$ cat config.mk
export PLATFORM = sky130hd
export DESIGN_NAME = mtc_sl_tx_serializer
export DESIGN_NICKNAME = d
export VERILOG_FILES = /design/src/rtl/mtc_sl_tx_serializer_pkg.sv /design/src/rtl/mtc_sl_tx_serializer_group_fifo.sv /design/src/rtl/mtc_sl_tx_serializer.sv
export SDC_FILE = /design/constraint.sdc
export NUM_CORES = 1
export LEC_CHECK = 0
export CAP_MARGIN = 20
export CORE_ASPECT_RATIO = 1.5
export CORE_MARGIN = 2
export CORE_UTILIZATION = 50
export DETAILED_ROUTE_END_ITERATION = 10
export PLACE_DENSITY = 0.79
export RECOVER_POWER = 100
export SYNTH_ARGS = -nofsm -noshare
export SYNTH_HDL_FRONTEND = slang
export SYNTH_SLANG_ARGS = --single-unit
$ cat constraint.sdc
create_clock -name clock -period 26 [get_ports clock]
set_clock_uncertainty 0.15 [all_clocks]
set_input_delay 5.2 -clock clock [delete_from_list [all_inputs] [get_ports clock]]
set_output_delay 5.2 -clock clock [all_outputs]
set_load 0.03 [all_outputs]
$ cat src/rtl/mtc_sl_tx_serializer_pkg.sv
// rtl/mtc_sl_tx_serializer_pkg.sv - shared MTC2SL bus constants and group type
package mtc_sl_tx_serializer_pkg;

  localparam int MTC2SL_LEN       = 32;
  localparam int MTC2SL_VALID_BIT = MTC2SL_LEN - 1;
  localparam int N_PRIMARY_MTC    = 3;

  typedef struct packed {
    logic [N_PRIMARY_MTC-1:0]                 mask;
    logic [N_PRIMARY_MTC-1:0][MTC2SL_LEN-1:0] words;
  } mtc_group_t;

endpackage

$ cat src/rtl/mtc_sl_tx_serializer_group_fifo.sv
// rtl/mtc_sl_tx_serializer_group_fifo.sv - single-clock group FIFO with registered full/level
module mtc_group_fifo #(
  parameter int WIDTH = 99,
  parameter int DEPTH = 8
) (
  input  logic                     clock,
  input  logic                     rst,
  input  logic                     wr_en,
  input  logic [WIDTH-1:0]         wr_data,
  input  logic                     rd_en,
  output logic [WIDTH-1:0]         rd_data,
  output logic                     full,
  output logic [$clog2(DEPTH):0]   level
);

  localparam int AW = $clog2(DEPTH);

  logic [WIDTH-1:0] mem [DEPTH];
  logic [AW-1:0]    wr_ptr;
  logic [AW-1:0]    rd_ptr;
  logic [AW:0]      level_nxt;

  // Head is read combinationally so the consumer can pop and use it on the same edge.
  assign rd_data = mem[rd_ptr];

  always_comb begin
    level_nxt = level;
    if (wr_en && !rd_en)
      level_nxt = level + 1'b1;
    else if (rd_en && !wr_en)
      level_nxt = level - 1'b1;
  end

  always_ff @(posedge clock) begin
    if (wr_en)
      mem[wr_ptr] <= wr_data;
  end

  always_ff @(posedge clock) begin
    if (rst) begin
      wr_ptr <= '0;
      rd_ptr <= '0;
      level  <= '0;
      full   <= 1'b0;
    end else begin
      if (wr_en)
        wr_ptr <= wr_ptr + 1'b1;
      if (rd_en)
        rd_ptr <= rd_ptr + 1'b1;
      level <= level_nxt;
      full  <= (level_nxt == (AW+1)'(DEPTH));
    end
  end

endmodule

$ cat src/rtl/mtc_sl_tx_serializer.sv
// rtl/mtc_sl_tx_serializer.sv - buffers MTC candidate groups and streams valid words to the SL link
module mtc_sl_tx_serializer
  import mtc_sl_tx_serializer_pkg::*;
#(
  parameter int N_MTC      = N_PRIMARY_MTC,
  parameter int MTC_W      = MTC2SL_LEN,
  parameter int FIFO_DEPTH = 8,
  parameter int DROP_CNT_W = 16
) (
  input  logic                            clock,
  input  logic                            rst,
  input  logic [N_MTC-1:0][MTC_W-1:0]     mtc_i,
  output logic [MTC_W-1:0]                sl_data_o,
  output logic                            sl_valid_o,
  output logic                            sl_last_o,
  input  logic                            sl_ready_i,
  output logic                            fifo_full_o,
  output logic [$clog2(FIFO_DEPTH):0]     fifo_level_o,
  output logic [DROP_CNT_W-1:0]           drop_cnt_o
);

  localparam int GW = N_MTC * (MTC_W + 1);

  typedef enum logic {IDLE, SEND} state_t;
  state_t state;

  logic [N_MTC-1:0]             in_mask;
  logic [GW-1:0]                fifo_rd_data;
  logic [N_MTC-1:0]             head_mask;
  logic [N_MTC-1:0][MTC_W-1:0]  head_words;
  logic [N_MTC-1:0][MTC_W-1:0]  hold_words;
  logic [N_MTC-1:0]             rem_mask;
  logic [N_MTC-1:0]             src_mask;
  logic [N_MTC-1:0][MTC_W-1:0]  src_words;
  logic [N_MTC-1:0]             sel_oh;
  logic [N_MTC-1:0]             next_rem;
  logic [MTC_W-1:0]             sel_word;
  logic                         fifo_empty;
  logic                         accept;
  logic                         pop;
  logic                         push;
  logic                         drop;

  always_comb begin
    in_mask = '0;
    for (int k = 0; k < N_MTC; k++)
      in_mask[k] = mtc_i[k][MTC_W-1];
  end

  assign head_mask  = fifo_rd_data[GW-1 -: N_MTC];
  assign head_words = fifo_rd_data[N_MTC*MTC_W-1:0];
  assign fifo_empty = (fifo_level_o == '0);
  assign accept     = sl_valid_o & sl_ready_i;

  // A pop either starts from idle or chains straight after the last beat of a group.
  assign pop  = !fifo_empty && ((state == IDLE) || (accept && sl_last_o));
  assign push = (|in_mask) && (!fifo_full_o || pop);
  assign drop = (|in_mask) && fifo_full_o && !pop;

  mtc_group_fifo #(
    .WIDTH (GW),
    .DEPTH (FIFO_DEPTH)
  ) u_fifo (
    .clock   (clock),
    .rst     (rst),
    .wr_en   (push),
    .wr_data ({in_mask, mtc_i}),
    .rd_en   (pop),
    .rd_data (fifo_rd_data),
    .full    (fifo_full_o),
    .level   (fifo_level_o)
  );

  // Lowest set bit of the active mask picks the next word to present.
  assign src_mask  = pop ? head_mask  : rem_mask;
  assign src_words = pop ? head_words : hold_words;
  assign sel_oh    = src_mask & (~src_mask + 1'b1);
  assign next_rem  = src_mask & ~sel_oh;

  always_comb begin
    sel_word = '0;
    for (int k = 0; k < N_MTC; k++)
      if (sel_oh[k])
        sel_word = src_words[k];
  end

  always_ff @(posedge clock) begin
    if (rst) begin
      state      <= IDLE;
      sl_data_o  <= '0;
      sl_valid_o <= 1'b0;
      sl_last_o  <= 1'b0;
      hold_words <= '0;
      rem_mask   <= '0;
      drop_cnt_o <= '0;
    end else begin
      if (drop && (drop_cnt_o != {DROP_CNT_W{1'b1}}))
        drop_cnt_o <= drop_cnt_o + 1'b1;

      if (pop) begin
        hold_words <= head_words;
        rem_mask   <= next_rem;
        sl_data_o  <= sel_word;
        sl_valid_o <= 1'b1;
        sl_last_o  <= (next_rem == '0);
        state      <= SEND;
      end else if (state == SEND && accept) begin
        if (sl_last_o) begin
          sl_valid_o <= 1'b0;
          sl_last_o  <= 1'b0;
          state      <= IDLE;
        end else begin
          rem_mask  <= next_rem;
          sl_data_o <= sel_word;
          sl_last_o <= (next_rem == '0);
        end
      end
    end
  end

endmodule

==> out/results.ini, run 1 <==
[status]
status = complete, but fails checks
violations = max-capacitance violations, max-slew violations

[setup_path]
crit_path_end_kind = flip-flop
cpPeakStageDelay_ns = 2.23
arrival_ns = 11.20
critical_path.cell_chain = dlygate4sd3_1 > a21bo_1 > nand2_1 > clkbuf_1 > clkbuf_1 > o21ai_0 > o22ai_1 > o22ai_1
cp.required_ns = 26.32
crit_slowest_cell = clkbuf_1
crit_fanout = 87
cp-start-kind = input port
critPathKind = input port to flip-flop

[cts]
cts.path.max_buffers = 3
cts_made_buffers = 76
postCtsHoldBufs = 0
cts_resized = 0
root_buffer = clkbuf_16
clk-insertion-delay-late_ns = 0.62
numClockSinks = 898
htree_levels = 3
post_cts_buffers = 0
clkTransAtPathRegs_ns = 0.07
cts_tree = done

[sta]
slew_headroom_pct = -192
fmaxAchievable_mhz = 91.9
final_max_slew_viol_count = 955
rsz0062_at_grt = false
fin_crit_sh_pct = 41.8
setup_viol = 0
period_needed_ns = 10.88
fin_setup_tns_ns = 0
setup_slack_ns = 15.12
hold_violations = 0
max_slew.worst_pin.slew_ns = 4.38
hold_slack_ns = 0.322

[grt]
grt_pass1_wl_mm = 110
grt_pass1_vias = 17700
grt_antenna_before_repair = 25
grt_max_degree = 130
track_usage_pct = 21.2
overflow = 0

[placement]
place_hpwl_mm = 44.0
portBuffers = 153
place_congestion = 0.890
place_ws_ns = 17.05

[floorplan]
rows = 117
die_h_um = 324
coreArea_sq_um = 67800
dieArea_sq_um = 70500
start_util_pct = 50.4
die_x_um = 217
io_pins = 154

[logic_synthesis]
ys_ff_latch = 898
synthTopCellsByArea = edfxtp_1 (68%), mux4_2 (12%), dfxtp_1 (7.6%)
synth_fp_nets = 1882
yosys_warnings = 0
yosys.area.top_type = edfxtp_1
synth_ff_type = edfxtp_1
synthArstFlopShare_pct = 0
avgSynthCellArea_sq_um = 19.2
netlist.area_leader.share_pct = 67.5
synth.yosys.seq_area_share_pct = 75.1
synth_cell_types = 57
syn_area_sq_um = 34200
synth_cells = 1778
synth_edf_count = 768

[flow_run]
cap_violations = 19

[power]
clockPowerShare_pct = 28.3
vdd_ir_drop_max_mv = 0.0702
p_seq_share_pct = 46.6
p_per_area_nw_per_um2 = 99.8
combPwrFrac_pct = 25.1
leakagePower_nw = 12.2
p_sw_share_pct = 29.5
p_sw_mw = 1.15
p_int_mw = 2.74

[final_layout]
area_growth_pct = 13.9
fin_nets = 2034
fill_cells = 4805
final_common_cell = edfxtp_1
multi_input_area_sq_um = 7980
final_cell_mix = edfxtp_1 (768), mux4_2 (188), dlygate4sd3_1 (152)
utilization_pct = 57.4
register_area_sq_um = 25700
drive_gt1_share_pct = 17.2

[routing]
ant_nets = 0
drtPass1Iterations = 5
num_vias = 17300
wl_per_cell_um = 25.7
drt_iter0_drc = 1719
drc = 0
vias_per_cell = 5.98
wirelength_mm = 74.2

[min_path]
hold_path_class = flip-flop to flip-flop

## synthesized netlist by cell type, types with 2 or more instances
cell and count:
a211o_1 2, a211oi_1 2, a21boi_0 2, a21oi_1 35
a22oi_1 26, a311oi_1 9, and3_1 5, and4_1 2
buf_1 12, buf_2 34, buf_4 10, clkbuf_1 52
dfxtp_1 130, edfxtp_1 768, ha_1 5, inv_1 6
mux2_2 31, mux2i_1 72, mux4_2 188, nand2_1 76
nand2b_1 7, nand3_1 8, nand4_1 4, nor2_1 77
nor2b_1 50, nor3_1 9, nor4_1 2, o21a_1 9
o21ai_0 52, o22ai_1 45, or2b_1 4, or3_1 5
xnor2_1 6, xor2_1 10
## metrics by stage
step | std cells | total power, mW | cell area (sq um)
global placement | 2742 | 2.78 | 36600
finish | 2888 | 3.88 | 38900
detailed placement | 2743 | 2.82 | 36600
CTS | 2884 | 3.91 | 39000
floorplan | 1778 | 2.53 | 34200
global route | 2887 | 4.03 | 38900
## sequential cells by signal, indices dropped and copies added, names as in the netlist, named ones only
name / count
u_fifo.mem: 768
rem_mask: 2
u_fifo.full: 1
sl_data_o: 32
state: 1
sl_last_o: 1
drop_cnt_o: 16
hold_words: 64
u_fifo.level: 4
u_fifo.rd_ptr: 3
u_fifo.wr_ptr: 3
## critical path, delay by kind of cell
family	cells	cell delay, ns
buf+inv	3	4.11
compound gates	4	1.67
simple gates	1	0.20
## routing by layer
layer | global-route usage [%] | routed length (um) | vias to the layer above
li1 | - | - | 7435
met1 | 25.8 | 27400 | 8947
met2 | 36.8 | 38300 | 699
met3 | 4.25 | 5300 | 177
met4 | 9.45 | 3020 | 18
met5 | 0 | 125 | -
## power by group through the flow
stage / Clock [mW] / Combinational (mW) / Sequential (mW)
after detailed placement: 0 / 0.986 / 1.83
after floorplan: 0 / 0.691 / 1.84
final: 1.10 / 0.974 / 1.81
after global placement: 0 / 0.959 / 1.82
after global routing: 1.17 / 1.04 / 1.82
after CTS: 1.12 / 0.994 / 1.80
## path summary, 6_finish.rpt
kind	depth (start not counted)	slack, ns	end	start
min	2	0.32	rem_mask[2]	rem_mask[2]
max	8	15.12	sl_data_o[26]	sl_ready_i
min reg2reg	2	0.32	rem_mask[2]	rem_mask[2]
max reg2reg	9	19.38	sl_data_o[26]	u_fifo.level[1]
## area by class of cell
| cell class | count | area share, % |
|---|---|---|
| sequential | 898 | 66.0 |
| timing repair buffer | 183 | 4.37 |
| multi-input combinational | 765 | 20.5 |
| tap | 892 | 2.87 |
| inverter | 6 | 0.0579 |
| clock buffer | 106 | 5.45 |
| clock inverter | 35 | 0.720 |
| antenna | 3 | 0.0193 |
## cell families after synthesis
family          share of synthesized area [%]
compound gates                           3.62
buf+inv                                  1.52
fa+ha+maj                               0.183
xor+xnor                                0.410
flops                                    75.1
mux                                      15.5
simple gates                             3.63
No activity file was read; power rests on OpenSTA's default activity.
==> inputs of run 2 (changes only) <==
- clock period: 26 -> 11.4 ns (I/O delays scaled with it)
==> out/results.ini, run 2 (synthesized netlist as in run 1, its figures left out) <==
[sta]
fmaxAchievable_mhz = 121
slew_headroom_pct = -111  ; +81 points
hold_violations = 0  ; unchanged
final_max_slew_viol_count = 343  ; -64%
fin_setup_tns_ns = 0  ; unchanged
fin_crit_sh_pct = 72.4
setup_viol = 0  ; unchanged
max_slew.worst_pin.slew_ns = 3.16  ; -1.22 ns
setup_slack_ns = 3.15  ; -11.97 ns
rsz0062_at_grt = false
period_needed_ns = 8.25

[routing]
vias_per_cell = 5.93  ; -0.90%
ant_nets = 0  ; unchanged
drtPass1Iterations = 8  ; +3
drt_iter0_drc = 1577  ; -8.3%
wirelength_mm = 74.1  ; about the same
drc = 0  ; unchanged
num_vias = 17100  ; -0.79%
wl_per_cell_um = 25.6  ; -0.13%

[grt]
track_usage_pct = 21.5  ; +0.26 points
met2_usage_pct = 37.1  ; +0.35 points
grt.met1_usage_pct = 26.0  ; +0.20 points
grt_antenna_before_repair = 21  ; -16%
grt_max_degree = 103  ; -21%
grt_pass1_wl_mm = 112  ; +1.2%
grt-busiest-layer = met2
overflow = 0  ; unchanged
use_met3_pct = 3.88  ; -0.37 points
grt_pass1_vias = 17800  ; +0.95%

[cts]
cts_resized = 0  ; unchanged
cts_made_buffers = 78  ; +2.6%
post_cts_buffers = 0  ; unchanged
postCtsHoldBufs = 0  ; unchanged
cts_tree = done
htree_levels = 3  ; unchanged
root_buffer = clkbuf_16
numClockSinks = 898  ; unchanged
clkTransAtPathRegs_ns = 0.07  ; about the same
clk-insertion-delay-late_ns = 0.63  ; about the same
cts.path.max_buffers = 3  ; unchanged

[power]
p_total_mw = 8.91  ; +130%
vdd_ir_drop_max_mv = 0.171  ; +140%
leakagePower_nw = 12.3  ; +0.88%
p_per_area_nw_per_um2 = 228  ; +130%

[floorplan]
dieArea_sq_um = 70500  ; unchanged
start_util_pct = 50.4  ; unchanged
rows = 117  ; unchanged
die_h_um = 324  ; unchanged
io_pins = 154  ; unchanged
die_x_um = 217  ; unchanged
coreArea_sq_um = 67800  ; unchanged

[final_layout]
final_cell_mix = edfxtp_1 (768), mux4_2 (188), dlygate4sd3_1 (152)
design_area_sq_um = 39000  ; +0.37%
area_growth_pct = 14.3
utilization_pct = 57.6  ; +0.21 points
largest_reg_flops = 768  ; unchanged
drive_gt1_share_pct = 18.3  ; +1.2 points
fin_nets = 2036  ; +0.098%
top_register = u_fifo.mem
largestRegisters = u_fifo.mem x768, hold_words x64, sl_data_o x32
final_common_cell = edfxtp_1

[placement]
portBuffers = 153  ; unchanged
place_area_sq_um = 36600  ; about the same
place_hpwl_mm = 44.6  ; +1.3%
place_ws_ns = 4.83  ; -12.22 ns
place_congestion = 0.871  ; -2.2%

[setup_path]
crit_path_end_kind = flip-flop
cp-start-kind = input port
critical_path.cell_chain = dlygate4sd3_1 > a21bo_1 > nand2_1 > a21oi_1 > nand2_1 > nor3_1 > clkbuf_1
cp.required_ns = 11.42  ; -14.90 ns
critPathKind = input port to flip-flop
crit_slowest_cell = clkbuf_1
crit_fanout = 45  ; -48%
critPathMostFrequentCell = nand2_1
cpPeakStageDelay_ns = 2.11  ; -0.12 ns
arrival_ns = 8.27  ; -2.93 ns

[status]
status = complete, but fails checks
violations = max-capacitance violations, max-slew violations

[flow_run]
cap_violations = 13  ; -6

[min_path]
hold_path_class = flip-flop to flip-flop

[run 2: final cells by class]
class	count	area [sq um]
antenna	8	20.0
clock buffer	99	2110
clock inverter	40	385
fill	4814	28700
inverter	6	22.5
multi-input combinational	765	7970
sequential	898	25700
tap	892	1120
timing repair buffer	183	1740
[run 2: routing by layer]
layer  part of all wire [%]  vias up  routed length (um)
met5                  0.097        -                  72
met3                    6.6      156                4920
met1                     37     8828               27300
met4                    4.3       14                3220
li1                       -     7450                   -
met2                     52      691               38700
[run 2: critical path: cells and delay by family]
kind / cells / cell delay [ns]
compound gates: 2 / 0.93
buf+inv: 2 / 2.72
simple gates: 3 / 2.30
[run 2: path summary, 6_finish.rpt]
check / start / to / slack [ns] / cells after the start
max: sl_ready_i / u_fifo.mem[4][58] / 3.15 / 7
min: rem_mask[2] / rem_mask[2] / 0.30 / 2
max reg2reg: u_fifo.level[0] / u_fifo.mem[4][58] / 4.52 / 8
min reg2reg: rem_mask[2] / rem_mask[2] / 0.30 / 2
[run 2: where the power goes]
| part | switching (mW) | internal (mW) |
|---|---|---|
| clock network | 1.15 | 1.46 |
| registers | 0.174 | 3.93 |
| logic | 1.28 | 0.916 |
| total | 2.60 | 6.30 |
[run 2: per-stage QoR]
step,instances,hold slack (ns)
after floorplan,1778,0.278
after global placement,2744,0.288
after detailed placement,2744,0.291
after CTS,2883,0.300
after global routing,2887,0.320
final,2891,0.302
==> inputs of run 3 (changes only) <==
- clock period: 11.4 -> 7.8 ns (I/O delays scaled with it)
==> out/results.ini, run 3 (synthesized netlist as in run 1, its figures left out) <==
[status]
status = complete, but fails checks
violations = max-capacitance violations, max-slew violations

[flow_run]
cap_violations = 17  ; +4

[power]
vdd_ir_drop_max_mv = 0.204  ; +19%
p_total_mw = 13.2  ; +48%
p_sw_mw = 3.83  ; +47%
p_int_mw = 9.32  ; +48%
leakagePower_nw = 12.3  ; +0.23%
clockPowerShare_pct = 29.5  ; +0.3 points
p_per_area_nw_per_um2 = 336  ; +47%
p_seq_share_pct = 45.7  ; -0.4 points
p_sw_share_pct = 29.1  ; -0.059 points
combPwrFrac_pct = 24.9  ; +0.2 points

[setup_path]
critPathKind = input port to flip-flop
critPathMostFrequentCell = nor3_1
rr_worst_depth = 7  ; -1
crit_slowest_cell = clkbuf_1
arrival_ns = 5.76  ; -2.51 ns
crit_fanout = 40  ; -11%
critPathBufInv = 3  ; +1
worst-path-stages = 6  ; -1
critPathTopFamily = buffers and inverters
cp.required_ns = 7.90  ; -3.52 ns
cpPeakStageDelay_ns = 1.86  ; -0.25 ns
cp-start-kind = input port
critical_path.cell_chain = dlygate4sd3_1 > nor3_1 > a21o_1 > nor3_1 > clkbuf_1 > buf_4
crit_path_end_kind = flip-flop

[cts]
htree_levels = 3  ; unchanged
clk-insertion-delay-late_ns = 0.63  ; about the same
clkTransAtPathRegs_ns = 0.06  ; about the same
numClockSinks = 898  ; unchanged
root_buffer = clkbuf_16
cts_resized = 0  ; unchanged
postCtsHoldBufs = 0  ; unchanged
post_cts_buffers = 0  ; unchanged
cts_made_buffers = 79  ; +1.3%
cts_tree = done
cts.path.max_buffers = 3  ; unchanged

[min_path]
holdPathStages = 2  ; unchanged
hold_path_class = flip-flop to flip-flop

[final_layout]
top_register = u_fifo.mem
final_common_cell = edfxtp_1
area_growth_pct = 14.7
drive_gt1_share_pct = 17.9  ; -0.47 points
final_cells = 2896  ; +0.17%
largestRegisters = u_fifo.mem x768, hold_words x64, sl_data_o x32
fill_cells = 4742  ; -1.5%
largest_reg_flops = 768  ; unchanged
fin_nets = 2039  ; +0.15%
final_cell_mix = edfxtp_1 (768), mux4_2 (188), dlygate4sd3_1 (152)

[sta]
slew_headroom_pct = -91.8  ; +19 points
setup_viol = 0  ; unchanged
rsz0062_at_grt = false
fmaxAchievable_mhz = 177
final_max_slew_viol_count = 602  ; +76%
hold_violations = 0  ; unchanged
period_needed_ns = 5.66
fin_crit_sh_pct = 72.5
max_slew.worst_pin.slew_ns = 2.88  ; -0.287 ns

[grt]
grt_pass1_vias = 17600  ; -1.3%
track_usage_pct = 21.2  ; -0.28 points
grt_max_degree = 143  ; +39%
grt_antenna_before_repair = 20  ; -4.8%
grt_pass1_wl_mm = 110  ; -1.4%
overflow = 0  ; unchanged

[floorplan]
io_pins = 154  ; unchanged
start_util_pct = 50.4  ; unchanged
dieArea_sq_um = 70500  ; unchanged
die_h_um = 324  ; unchanged
coreArea_sq_um = 67800  ; unchanged
rows = 117  ; unchanged
die_x_um = 217  ; unchanged

[routing]
drtPass1Iterations = 6  ; -2
num_vias = 17200  ; +0.55%
wirelength_mm = 73.7  ; -0.65%
drt_iter0_drc = 1907  ; +21%
drc = 0  ; unchanged
ant_nets = 0  ; unchanged
wl_per_cell_um = 25.4  ; -0.82%
vias_per_cell = 5.95  ; +0.37%

[placement]
dp_cells = 2745  ; +0.036%
place_hpwl_mm = 44.3  ; -0.71%
place_congestion = 0.854  ; -1.9%
portBuffers = 153  ; unchanged

[run 3: stage by stage]
| stage | setup WS [ns] | util (%) | hold slack (ns) | area [sq um] | TNS, ns |
|---|---|---|---|---|---|
| 6_report | 2.14 | 57.8 | 0.329 | 39200 | 0 |
| 5_1_grt | 1.84 | 57.8 | 0.350 | 39200 | 0 |
| 4_1_cts | 3.40 | 57.9 | 0.315 | 39300 | 0 |
| 3_5_place_dp | 2.78 | 54.1 | 0.305 | 36700 | 0 |
| 3_3_place_gp | 2.92 | 54.1 | 0.294 | 36600 | 0 |
| 2_1_floorplan | -1.96 | - | 0.278 | 34200 | -611.82 |
[run 3: tightest hold or removal path, stage by stage (launching register included)]
cell and delay (ns):
dfxtp_1 0.31, nand2_1 0.05, a21oi_1 0.07
[run 3: final timing paths]
| check | startpoint | to | slack (ns) |
|---|---|---|---|
| worst max-delay path | mtc_i[95] | u_fifo.mem[1][54] | 2.14 |
| worst min-delay path | u_fifo.rd_ptr[1] | flip-flop | 0.33 |
| worst max register to register | flip-flop | sl_data_o[28] | 2.64 |
| worst min register to register | u_fifo.rd_ptr[1] | flip-flop | 0.33 |
[run 3: routing by layer]
layer	vias to the layer above	routed length (um)	global-route usage, %
met4	10	3300	10.9
met1	8904	27700	26.8
met5	-	62	0
met2	711	37700	35.7
li1	7450	-	-
met3	158	4860	3.25
[run 3: area by class of cell]
type	count	area, sq um	share of cell area [%]
timing repair buffer	185	1770	4.53
clock buffer	112	2290	5.85
clock inverter	33	298	0.760
tap	892	1120	2.85
antenna	5	12.5	0.0319
sequential	898	25700	65.5
multi-input combinational	765	7990	20.4
inverter	6	22.5	0.0575
[run 3: power by group through the flow]
stage / logic [mW] / clock network [mW] / registers [mW]
5_1_grt: 3.52 / 4.12 / 6.05
2_1_floorplan: 2.30 / 0 / 6.10
3_3_place_gp: 3.19 / 0 / 6.06
6_report: 3.27 / 3.87 / 6.01
4_1_cts: 3.31 / 3.93 / 6.00
3_5_place_dp: 3.28 / 0 / 6.10
